**src/rtl/pae_tlb.sv**
```systemverilog
// pae_tlb: fully associative, ASID-tagged VPN->PPN translation buffer.
// A request is captured at acceptance, looked up against the entry array in
// the following cycle, and answered with a one-cycle registered response.
// A miss parks the held request until a refill arrives, then replays it.
module pae_tlb #(
  parameter int VPN_W   = 8,
  parameter int PPN_W   = 16,
  parameter int ENTRIES = 8,
  parameter int ASID_W  = 8
) (
  input  logic              clk,
  input  logic              rst,
  input  logic              mmu_enable,
  input  logic              supervisor_mode,
  input  logic [ASID_W-1:0] asid,
  input  logic              req_valid,
  output logic              req_ready,
  input  logic [VPN_W-1:0]  req_vpn,
  output logic              rsp_valid,
  output logic [PPN_W-1:0]  rsp_ppn,
  output logic              rsp_miss,
  output logic              rsp_fault,
  input  logic              fill_valid,
  output logic              fill_ready,
  input  logic [VPN_W-1:0]  fill_vpn,
  input  logic [PPN_W-1:0]  fill_ppn,
  input  logic [ASID_W-1:0] fill_asid,
  input  logic              fill_user,
  input  logic              fill_global,
  input  logic              flush_all,
  input  logic              flush_asid
);

  localparam int IDX_W = $clog2(ENTRIES);

  typedef enum logic [1:0] {RUN, MISS_WAIT, REPLAY} state_e;

  state_e state_q;

  // Entry array
  logic [ENTRIES-1:0] valid_q;
  logic [ENTRIES-1:0] global_q;
  logic [ENTRIES-1:0] user_q;
  logic [VPN_W-1:0]   tag_q     [ENTRIES];
  logic [PPN_W-1:0]   ppn_q     [ENTRIES];
  logic [ASID_W-1:0]  asidTab_q [ENTRIES];
  logic [IDX_W-1:0]   victim_q;

  // Captured request; doubles as the held copy while a miss is outstanding
  logic              lkValid_q;
  logic [VPN_W-1:0]  lkVpn_q;
  logic [ASID_W-1:0] lkAsid_q;
  logic              lkSup_q;
  logic              lkEn_q;

  // Registered response
  logic              rspValid_q;
  logic [PPN_W-1:0]  rspPpn_q;
  logic              rspMiss_q;
  logic              rspFault_q;

  logic              hit;
  logic [PPN_W-1:0]  hitPpn;
  logic              hitUser;
  logic              missPend;
  logic              anyFlush;
  logic              fillFire;
  logic [IDX_W-1:0]  fillSlot;
  logic              useVictim;
  logic [PPN_W-1:0]  rspPpn_d;
  logic              rspMiss_d;
  logic              rspFault_d;

  // Associative match of the captured request against every valid entry
  always_comb begin
    hit     = 1'b0;
    hitPpn  = '0;
    hitUser = 1'b0;
    for (int i = 0; i < ENTRIES; i++) begin
      if (!hit && valid_q[i] && (tag_q[i] == lkVpn_q) &&
          (global_q[i] || (asidTab_q[i] == lkAsid_q))) begin
        hit     = 1'b1;
        hitPpn  = ppn_q[i];
        hitUser = user_q[i];
      end
    end
  end

  // A lookup in flight that is about to miss stalls new requests and fills,
  // so nothing slips past the transition into MISS_WAIT
  assign missPend   = lkValid_q && lkEn_q && !hit && (state_q == RUN);
  assign anyFlush   = flush_all || flush_asid;
  assign req_ready  = (state_q == RUN) && !fill_valid && !anyFlush && !missPend;
  assign fill_ready = (state_q != REPLAY) && !anyFlush && !missPend;
  assign fillFire   = fill_valid && fill_ready;

  // Refill slot: existing match first, then lowest invalid, then victim pointer
  always_comb begin
    logic foundMatch;
    logic foundFree;
    foundMatch = 1'b0;
    foundFree  = 1'b0;
    fillSlot   = victim_q;
    for (int i = 0; i < ENTRIES; i++) begin
      if (!foundMatch && valid_q[i] && (tag_q[i] == fill_vpn) &&
          (global_q[i] || fill_global || (asidTab_q[i] == fill_asid))) begin
        foundMatch = 1'b1;
        fillSlot   = IDX_W'(i);
      end
    end
    if (!foundMatch) begin
      for (int i = 0; i < ENTRIES; i++) begin
        if (!foundFree && !valid_q[i]) begin
          foundFree = 1'b1;
          fillSlot  = IDX_W'(i);
        end
      end
    end
    useVictim = !foundMatch && !foundFree;
  end

  // Response value for the lookup being resolved this cycle
  always_comb begin
    rspPpn_d   = '0;
    rspMiss_d  = 1'b0;
    rspFault_d = 1'b0;
    if (!lkEn_q) begin
      rspPpn_d = PPN_W'(lkVpn_q);
    end else if (!hit) begin
      rspMiss_d = 1'b1;
    end else if (!lkSup_q && !hitUser) begin
      rspFault_d = 1'b1;
    end else begin
      rspPpn_d = hitPpn;
    end
  end

  // Entry array maintenance: flushes win over fills, pointer moves only on evictions
  always_ff @(posedge clk or negedge rst) begin
    if (!rst) begin
      valid_q  <= '0;
      global_q <= '0;
      user_q   <= '0;
      victim_q <= '0;
      for (int i = 0; i < ENTRIES; i++) begin
        tag_q[i]     <= '0;
        ppn_q[i]     <= '0;
        asidTab_q[i] <= '0;
      end
    end else if (flush_all) begin
      valid_q <= '0;
    end else if (flush_asid) begin
      for (int i = 0; i < ENTRIES; i++) begin
        if (!global_q[i] && (asidTab_q[i] == asid)) begin
          valid_q[i] <= 1'b0;
        end
      end
    end else if (fillFire) begin
      valid_q[fillSlot]   <= 1'b1;
      global_q[fillSlot]  <= fill_global;
      user_q[fillSlot]    <= fill_user;
      tag_q[fillSlot]     <= fill_vpn;
      ppn_q[fillSlot]     <= fill_ppn;
      asidTab_q[fillSlot] <= fill_asid;
      if (useVictim) begin
        victim_q <= victim_q + 1'b1;
      end
    end
  end

  // Control FSM with request capture and registered response strobe
  always_ff @(posedge clk or negedge rst) begin
    if (!rst) begin
      state_q    <= RUN;
      lkValid_q  <= 1'b0;
      lkVpn_q    <= '0;
      lkAsid_q   <= '0;
      lkSup_q    <= 1'b0;
      lkEn_q     <= 1'b0;
      rspValid_q <= 1'b0;
      rspPpn_q   <= '0;
      rspMiss_q  <= 1'b0;
      rspFault_q <= 1'b0;
    end else begin
      lkValid_q  <= req_valid && req_ready;
      rspValid_q <= 1'b0;
      rspPpn_q   <= '0;
      rspMiss_q  <= 1'b0;
      rspFault_q <= 1'b0;
      if (req_valid && req_ready) begin
        lkVpn_q  <= req_vpn;
        lkAsid_q <= asid;
        lkSup_q  <= supervisor_mode;
        lkEn_q   <= mmu_enable;
      end
      case (state_q)
        RUN: begin
          if (lkValid_q) begin
            rspValid_q <= 1'b1;
            rspPpn_q   <= rspPpn_d;
            rspMiss_q  <= rspMiss_d;
            rspFault_q <= rspFault_d;
            if (rspMiss_d) begin
              state_q <= MISS_WAIT;
            end
          end
        end
        MISS_WAIT: begin
          if (anyFlush) begin
            state_q <= RUN;
          end else if (fillFire) begin
            state_q <= REPLAY;
          end
        end
        REPLAY: begin
          rspValid_q <= 1'b1;
          rspPpn_q   <= rspPpn_d;
          rspMiss_q  <= rspMiss_d;
          rspFault_q <= rspFault_d;
          state_q    <= rspMiss_d ? MISS_WAIT : RUN;
        end
        default: state_q <= RUN;
      endcase
    end
  end

  assign rsp_valid = rspValid_q;
  assign rsp_ppn   = rspPpn_q;
  assign rsp_miss  = rspMiss_q;
  assign rsp_fault = rspFault_q;

endmodule

```
**config.mk**
```make
export PLATFORM = sky130hd
export DESIGN_NAME = pae_tlb
export DESIGN_NICKNAME = d
export VERILOG_FILES = /design/src/rtl/pae_tlb.sv
export SDC_FILE = /design/constraint.sdc
export NUM_CORES = 1
export LEC_CHECK = 0
export CORE_MARGIN = 2
export CORE_UTILIZATION = 61
export DETAILED_ROUTE_END_ITERATION = 12
export PLACE_DENSITY = 0.8
export SYNTH_ARGS = -nofsm -noshare
export SYNTH_HDL_FRONTEND = slang
export SYNTH_SLANG_ARGS = --single-unit
```
**constraint.sdc**
```tcl
create_clock -name clk -period 3.9 [get_ports clk]
set_input_delay 0.39 -clock clk [delete_from_list [all_inputs] [get_ports clk]]
set_output_delay 0.39 -clock clk [all_outputs]
set_load 0.05 [all_outputs]
```
# After elaboration in Yosys (flattened, before gate mapping)
# Index checks and enable logic that the tools add are counted.
op_classes:
  add_sub_neg: 1
  order_cmp: 4
  eq_ne: 54
  mux: 109
  n_bitwise: 4
  reduce_logical: 157
ops:
  columns: ["operator", "n"]
  rows:
  - ["8-bit equality test", 40]
  - ["16-bit two-way mux", 13]
  - ["128-bit bitwise mux", 1]
  - ["64-bit bitwise mux", 2]
  - ["1-bit logical AND", 75]
  - ["1-bit two-way mux", 58]
  - ["3-bit two-way mux", 17]
  - ["16-bit demux with 3-bit select", 1]
  - ["1-bit logical NOT", 44]
  - ["8-bit two-way mux", 4]
  - ["16-bit one-hot mux with 2 select lines", 1]
  - ["1-bit logical OR", 25]
  - ["8-bit demux with 3-bit select", 1]
  - ["3-bit by 2-bit inequality test with 1-bit output (second input constant)", 8]
  - ["8-bit bitwise mux", 2]
  - ["2-bit AND reduction", 8]
  - ["2-bit two-way mux", 4]
  - ["8-bit OR", 1]
  - ["2-bit inequality test (second input constant)", 3]
  - ["1-bit one-hot mux with 2 select lines", 3]
  - ["2-bit one-hot mux with 3 select lines", 1]
  - ["3-bit AND reduction", 2]
  - ["4-bit >= comparator (second input constant)", 1]
  - ["3-bit by 4-bit less-than comparator with 1-bit output (second input constant)", 1]
  - ["other kinds (12)", 13]
totals:
  regBits: 323

# Logic depth before layout (Yosys ltp)
depth:
  word_depth: 76
  ltp_mapped: 13
  depth_no_buf: 9

# Least setup slack after synthesis
# OpenSTA, ideal clock, no wires.
synth_path:
  path_kind: "flip-flop to output port"
  from: "register lkAsid_q[6]"
  to: "output fill_ready"
  arrival_time_ps: 3101
  setup_slack_ps: 409
  stages_incl_launch_ff: 11
  path_buffers: 1
  path_cell_list: "dfrtp_1 > buf_6 > xor2_1 > nor4_2 > a41oi_1 > or4_4 > nand4_4 > nor3_4 > nand2_1 > a21oi_1 > nor3_1"
synth_via:
  elab_chain_len: 44
synth_rtl:
  columns: ["item", "line", "text"]
  rows:
  - ["start, declared", "52", "logic [ASID_W-1:0] lkAsid_q;"]
  - ["start signal, assigned", "192", "lkAsid_q <= asid;"]
  - ["8-bit equality test", "81", "(global_q[i] || (asidTab_q[i] == lkAsid_q))) begin"]
  - ["1-bit logical OR", "81", null]
  - ["1-bit logical AND", "80", "if (!hit && valid_q[i] && (tag_q[i] == lkVpn_q) &&"]
  - ["1-bit two-way mux", "80", null]
  - ["1-bit logical NOT", "80", null]
  - ["1-bit logical AND (3 in series)", "80", null]
  - ["1-bit two-way mux", "80", null]
  - ["1-bit logical NOT", "80", null]
  - ["[23 not listed]", null, null]
  - ["1-bit two-way mux", "80", null]
  - ["1-bit logical NOT", "80", null]
  - ["1-bit logical AND (3 in series)", "80", null]
  - ["1-bit two-way mux (*)", "80", null]
  - ["1-bit logical NOT (*)", null, null]
  - ["1-bit logical AND (*) (2 in series)", "91", "assign missPend = lkValid_q && lkEn_q && !hit && (state_q == RUN);"]
  - ["1-bit logical NOT (*)", "94", "assign fill_ready = (state_q != REPLAY) && !anyFlush && !missPend;"]
  - ["1-bit logical AND (*)", "94", null]
  - ["end, declared", "24", "output logic fill_ready,"]
# Every way passes the cells marked *; elsewhere a longest branch is shown, timed or not.

# Worst setup path in the final report
# Same ends and word-level chain as after synthesis.

==> flow_metrics.py <==
metrics = {
    "cells_and_area": {
        "area_growth_pct": 18.8,
        "layout.nets": 1688,
        "antenna_cells": 0,
        "n_fill_cell": 1893,
        "drive_above_1_share_pct": 26.2,
        "seq_area_mm2": 0.00809,
        "multi_input_area_mm2": 0.00912,
    },
    "synth": {
        "synthFlopType": "dfrtp_1",
        "synth-async-reset-ratio_pct": 100,
        "yosys_warnings": 0,
        "yosys.area.top_type_share_pct": 45.3,
        "synth_edf_count": 0,
        "yosysUniqueCellTypes": 74,
        "netlist_area_mm2": 0.0178,
        "synth.largest_area_cell": "dfrtp_1",
        "yosysSeqAreaShare_pct": 45.3,
        "synth_area_leaders": "dfrtp_1 (45%), mux2_2 (11%), xnor2_1 (10%)",
        "synth_seq_cells": 323,
        "synthesis.nets": 1556,
        "syn-instance-count": 1497,
        "synth_area_per_cell_um2": 11.9,
    },
    "global_routing": {
        "grt_pass1_wl_mm": 78.1,
        "grt_max_degree": 103,
        "grt_use_total_pct": 33.2,
        "antenna_found_initial": 1,
        "overflow": 0,
        "grt_pass1_vias": 13599,
    },
    "timing": {
        "setup_violations": 1,
        "slew_violations": 0,
        "worstMarginPinSlew_ps": 805,
        "post-route-period-util_pct": 100,
        "fin_skew_ps": 24.4,
        "period_minus_slack_ps": 3910,
        "max_freq_mhz": 256,
        "slew_headroom_pct": 46.2,
        "final_hold_viol_count": 0,
        "setup_tns_ps": -8.55,
        "setup_ws_ps": -8.55,
    },
    "setup_path": {
        "cp-start-kind": "register",
        "crit_path_end_kind": "output pin",
        "path_class": "register to output pin",
        "worstPathRequired_ps": 3510,
        "cp.arrival_ps": 3520,
        "path_max_fanout": 7,
    },
    "power": {
        "irDropWorstVdd_v": 0.000379,
        "power_density_mw_per_mm2": 443,
        "leakage_nw": 9.49,
    },
    "placed_design": {
        "place_congestion": 0.981,
        "numPortBuffers": 78,
        "place_ws_ps": -300,
        "place_hpwl_mm": 33.8,
    },
    "floorplanning": {
        "dieArea_mm2": 0.0306,
        "die_h_um": 175,
        "start_util_pct": 62.0,
        "die_w_um": 175,
        "rows": 62,
        "pin_count": 79,
        "coreArea_mm2": 0.0288,
    },
    "cts": {
        "cts_sinks": 323,
        "cts_max_level": 2,
        "cts_tree": "done",
        "cts_root_buf": "clkbuf_16",
        "cts-buffers-inserted": 37,
        "clkLatencyLatePin_ps": 540,
        "clk_pin_slew_ps": 60,
        "clk_path_buf_depth": 3,
    },
    "routing": {
        "wl_met1_mm": 20.4,
        "drtIter0Drc": 1275,
        "wl_met3_mm": 3.83,
        "via_per_inst": 6.37,
        "ant_nets": 0,
        "wl_mm": 50.3,
        "wl_met2_mm": 24.0,
        "dr_total_vias": 12993,
        "post_drt_wl_per_cell_um": 24.7,
        "drc": 0,
        "drtPass1Iterations": 6,
        "top_layer_used": "met5",
    },
    "run": {
        "cap_violations": 0,
    },
    "status": {
        "status": "finished with violations",
        "violations": "negative setup slack",
    },
    "min_path": {
        "min_path_type": "primary input to register",
    },
}
[cells in the final DEF, fill, tap and decap left out, types with 7 or more instances in the layout]
| master | netlist | layout |
|---|---|---|
| buf_12 | 3 | 29 |
| clkbuf_16 | 0 | 38 |
| clkdlybuf4s50_1 | 0 | 75 |
| a21boi_0 | 10 | 10 |
| nand2_1 | 43 | 43 |
| nand4_1 | 47 | 47 |
| nand4b_1 | 8 | 8 |
| mux2_4 | 29 | 29 |
| o21ai_0 | 22 | 22 |
| inv_1 | 32 | 32 |
| mux2_1 | 82 | 82 |
| and2_1 | 11 | 11 |
| buf_4 | 18 | 89 |
| xor2_1 | 116 | 116 |
| bufinv_16 | 0 | 7 |
| xnor2_1 | 206 | 206 |
| a21oi_1 | 9 | 7 |
| nor4_1 | 31 | 30 |
| dfrtp_1 | 323 | 316 |
| clkbuf_8 | 0 | 7 |
| and3_1 | 16 | 16 |
| nor2_1 | 22 | 22 |
| nor3_1 | 13 | 12 |
| mux2_2 | 180 | 180 |
| a22o_1 | 8 | 8 |
| o211ai_1 | 9 | 9 |
| o22a_1 | 8 | 8 |
| nand3_1 | 43 | 43 |
| a222oi_1 | 11 | 11 |
[stage by stage]
step / hold slack, ps / total power [W] / utilization, % / cell area (um^2) / cells
2_1_floorplan: 94.4 / 0.00493 / - / 17800 / 1497
3_3_place_gp: 474 / 0.00546 / 68.5 / 19700 / 1966
3_5_place_dp: 481 / 0.00552 / 68.5 / 19700 / 1966
4_1_cts: 457 / 0.00936 / 73.4 / 21100 / 2033
5_1_grt: 466 / 0.00968 / 73.6 / 21200 / 2039
6_report: 468 / 0.00938 / 73.6 / 21200 / 2039
[critical path, cell delays in order, from the launching register on]
cell and delay (ps):
dfrtp_2 520, xor2_1 210, nor4_2 490, a41oi_2 220, or4_4 590, nand4_4 150
nor3_4 60, nand2_1 150, a21oi_1 120, nor3_2 170, buf_4 160, buf_12 130
[path summary, 6_finish.rpt]
| check | start | to | slack [ps] | cells after the start |
|---|---|---|---|---|
| worst max-delay path | lkAsid_q[6] | fill_ready | -9 | 11 |
| worst min-delay path | req_vpn[6] | lkVpn_q[6] | 470 | 2 |
| worst max register to register | lkAsid_q[6] | tag_q[31] | 120 | 11 |
| worst min register to register | ppn_q[32] | ppn_q[32] | 490 | 1 |
| max in group asynchronous | rst | lkAsid_q[0] | 2270 | 3 |
| min in group asynchronous | rst | ppn_q[68] | 490 | 2 |
[repair_timing]
item | 4_1_cts | 5_1_grt
gates resized for setup | 10 | 7
pin swaps | 1 | 1
setup buffers | 1 | 6
hold endpoints to repair | 99 | 0
hold buffers | 1 | 0
endpoints found under the setup margin | 7 | 15
[state kept, by name, summed over array words and instances, names as in the netlist]
| signal | flops |
|---|---|
| ppn_q | 128 |
| asidTab_q | 64 |
| tag_q | 64 |
| rsp_ppn | 16 |
| global_q | 8 |
| lkAsid_q | 8 |
| lkVpn_q | 8 |
| user_q | 8 |
| valid_q | 8 |
| victim_q | 3 |
| state_q | 2 |
| lkEn_q | 1 |
| lkSup_q | 1 |
| lkValid_q | 1 |
| rsp_fault | 1 |
| rsp_miss | 1 |
| rsp_valid | 1 |
[power by group]
group          total [W]  leakage, nW  switching (W)  internal (W)
registers        0.00401         4.34       0.000388       0.00362
logic            0.00154         4.50       0.000767      0.000772
clock network    0.00384        0.650        0.00144       0.00239
[cell type report]
| cell class | count | share of cell area, % |
|---|---|---|
| multi-input cells | 1040 | 43.0 |
| flip-flops and latches | 323 | 38.2 |
| clock inverters | 14 | 1.32 |
| repair buffers | 195 | 9.55 |
| clock buffers | 51 | 5.05 |
| inverters | 32 | 0.567 |
| well taps | 384 | 2.27 |
[Yosys cell counts (4+ instances only)]
| cell type | n |
|---|---|
| nor4_1 | 31 |
| dfrtp_1 | 323 |
| clkbuf_1 | 24 |
| a31o_2 | 4 |
| and2_1 | 11 |
| nand4_1 | 47 |
| a22o_1 | 8 |
| and4_1 | 4 |
| a211oi_1 | 5 |
| inv_1 | 32 |
| mux2_2 | 180 |
| o2bb2ai_1 | 5 |
| nand4b_1 | 8 |
| nor4b_1 | 5 |
| nand2_1 | 43 |
| nor2_1 | 22 |
| a21boi_0 | 10 |
| xnor2_1 | 206 |
| or4_1 | 4 |
| and3_1 | 16 |
| or3_1 | 5 |
| or2_2 | 6 |
| o22a_1 | 8 |
| a21oi_1 | 9 |
| xor2_1 | 116 |
| o211ai_1 | 9 |
| nor3_1 | 13 |
| o21ai_0 | 22 |
| nand3_1 | 43 |
| nand3_2 | 4 |
| o31ai_1 | 4 |
| a221o_1 | 5 |
| buf_4 | 18 |
| a31oi_1 | 5 |
| mux2_1 | 82 |
| a221oi_1 | 6 |
| mux2_4 | 29 |
| a222oi_1 | 11 |
| buf_2 | 52 |
| nor2b_1 | 5 |
[metal layers]
metal | vias to the layer above | track usage (%)
li1 | 5599 | -
met2 | 597 | 54.7
met3 | 154 | 6.03
met4 | 2 | 13.1
met1 | 6641 | 44.0
met5 | - | 0
[kinds of logic (layout without fill, tap and decap cells)]
group | count (synthesis) | in the layout | share of synthesized area, %
adders and majority gates | 1 | 1 | 0.0701
and+or+nand+nor | 288 | 288 | 9.66
buffers and inverters | 134 | 292 | 3.92
xor gates and xnor gates | 322 | 322 | 15.8
DFF | 323 | 323 | 45.3
AOI/OAI and AO/OA | 138 | 138 | 6.23
muxes | 291 | 291 | 19.0
Power figures use the tool's default switching activity.
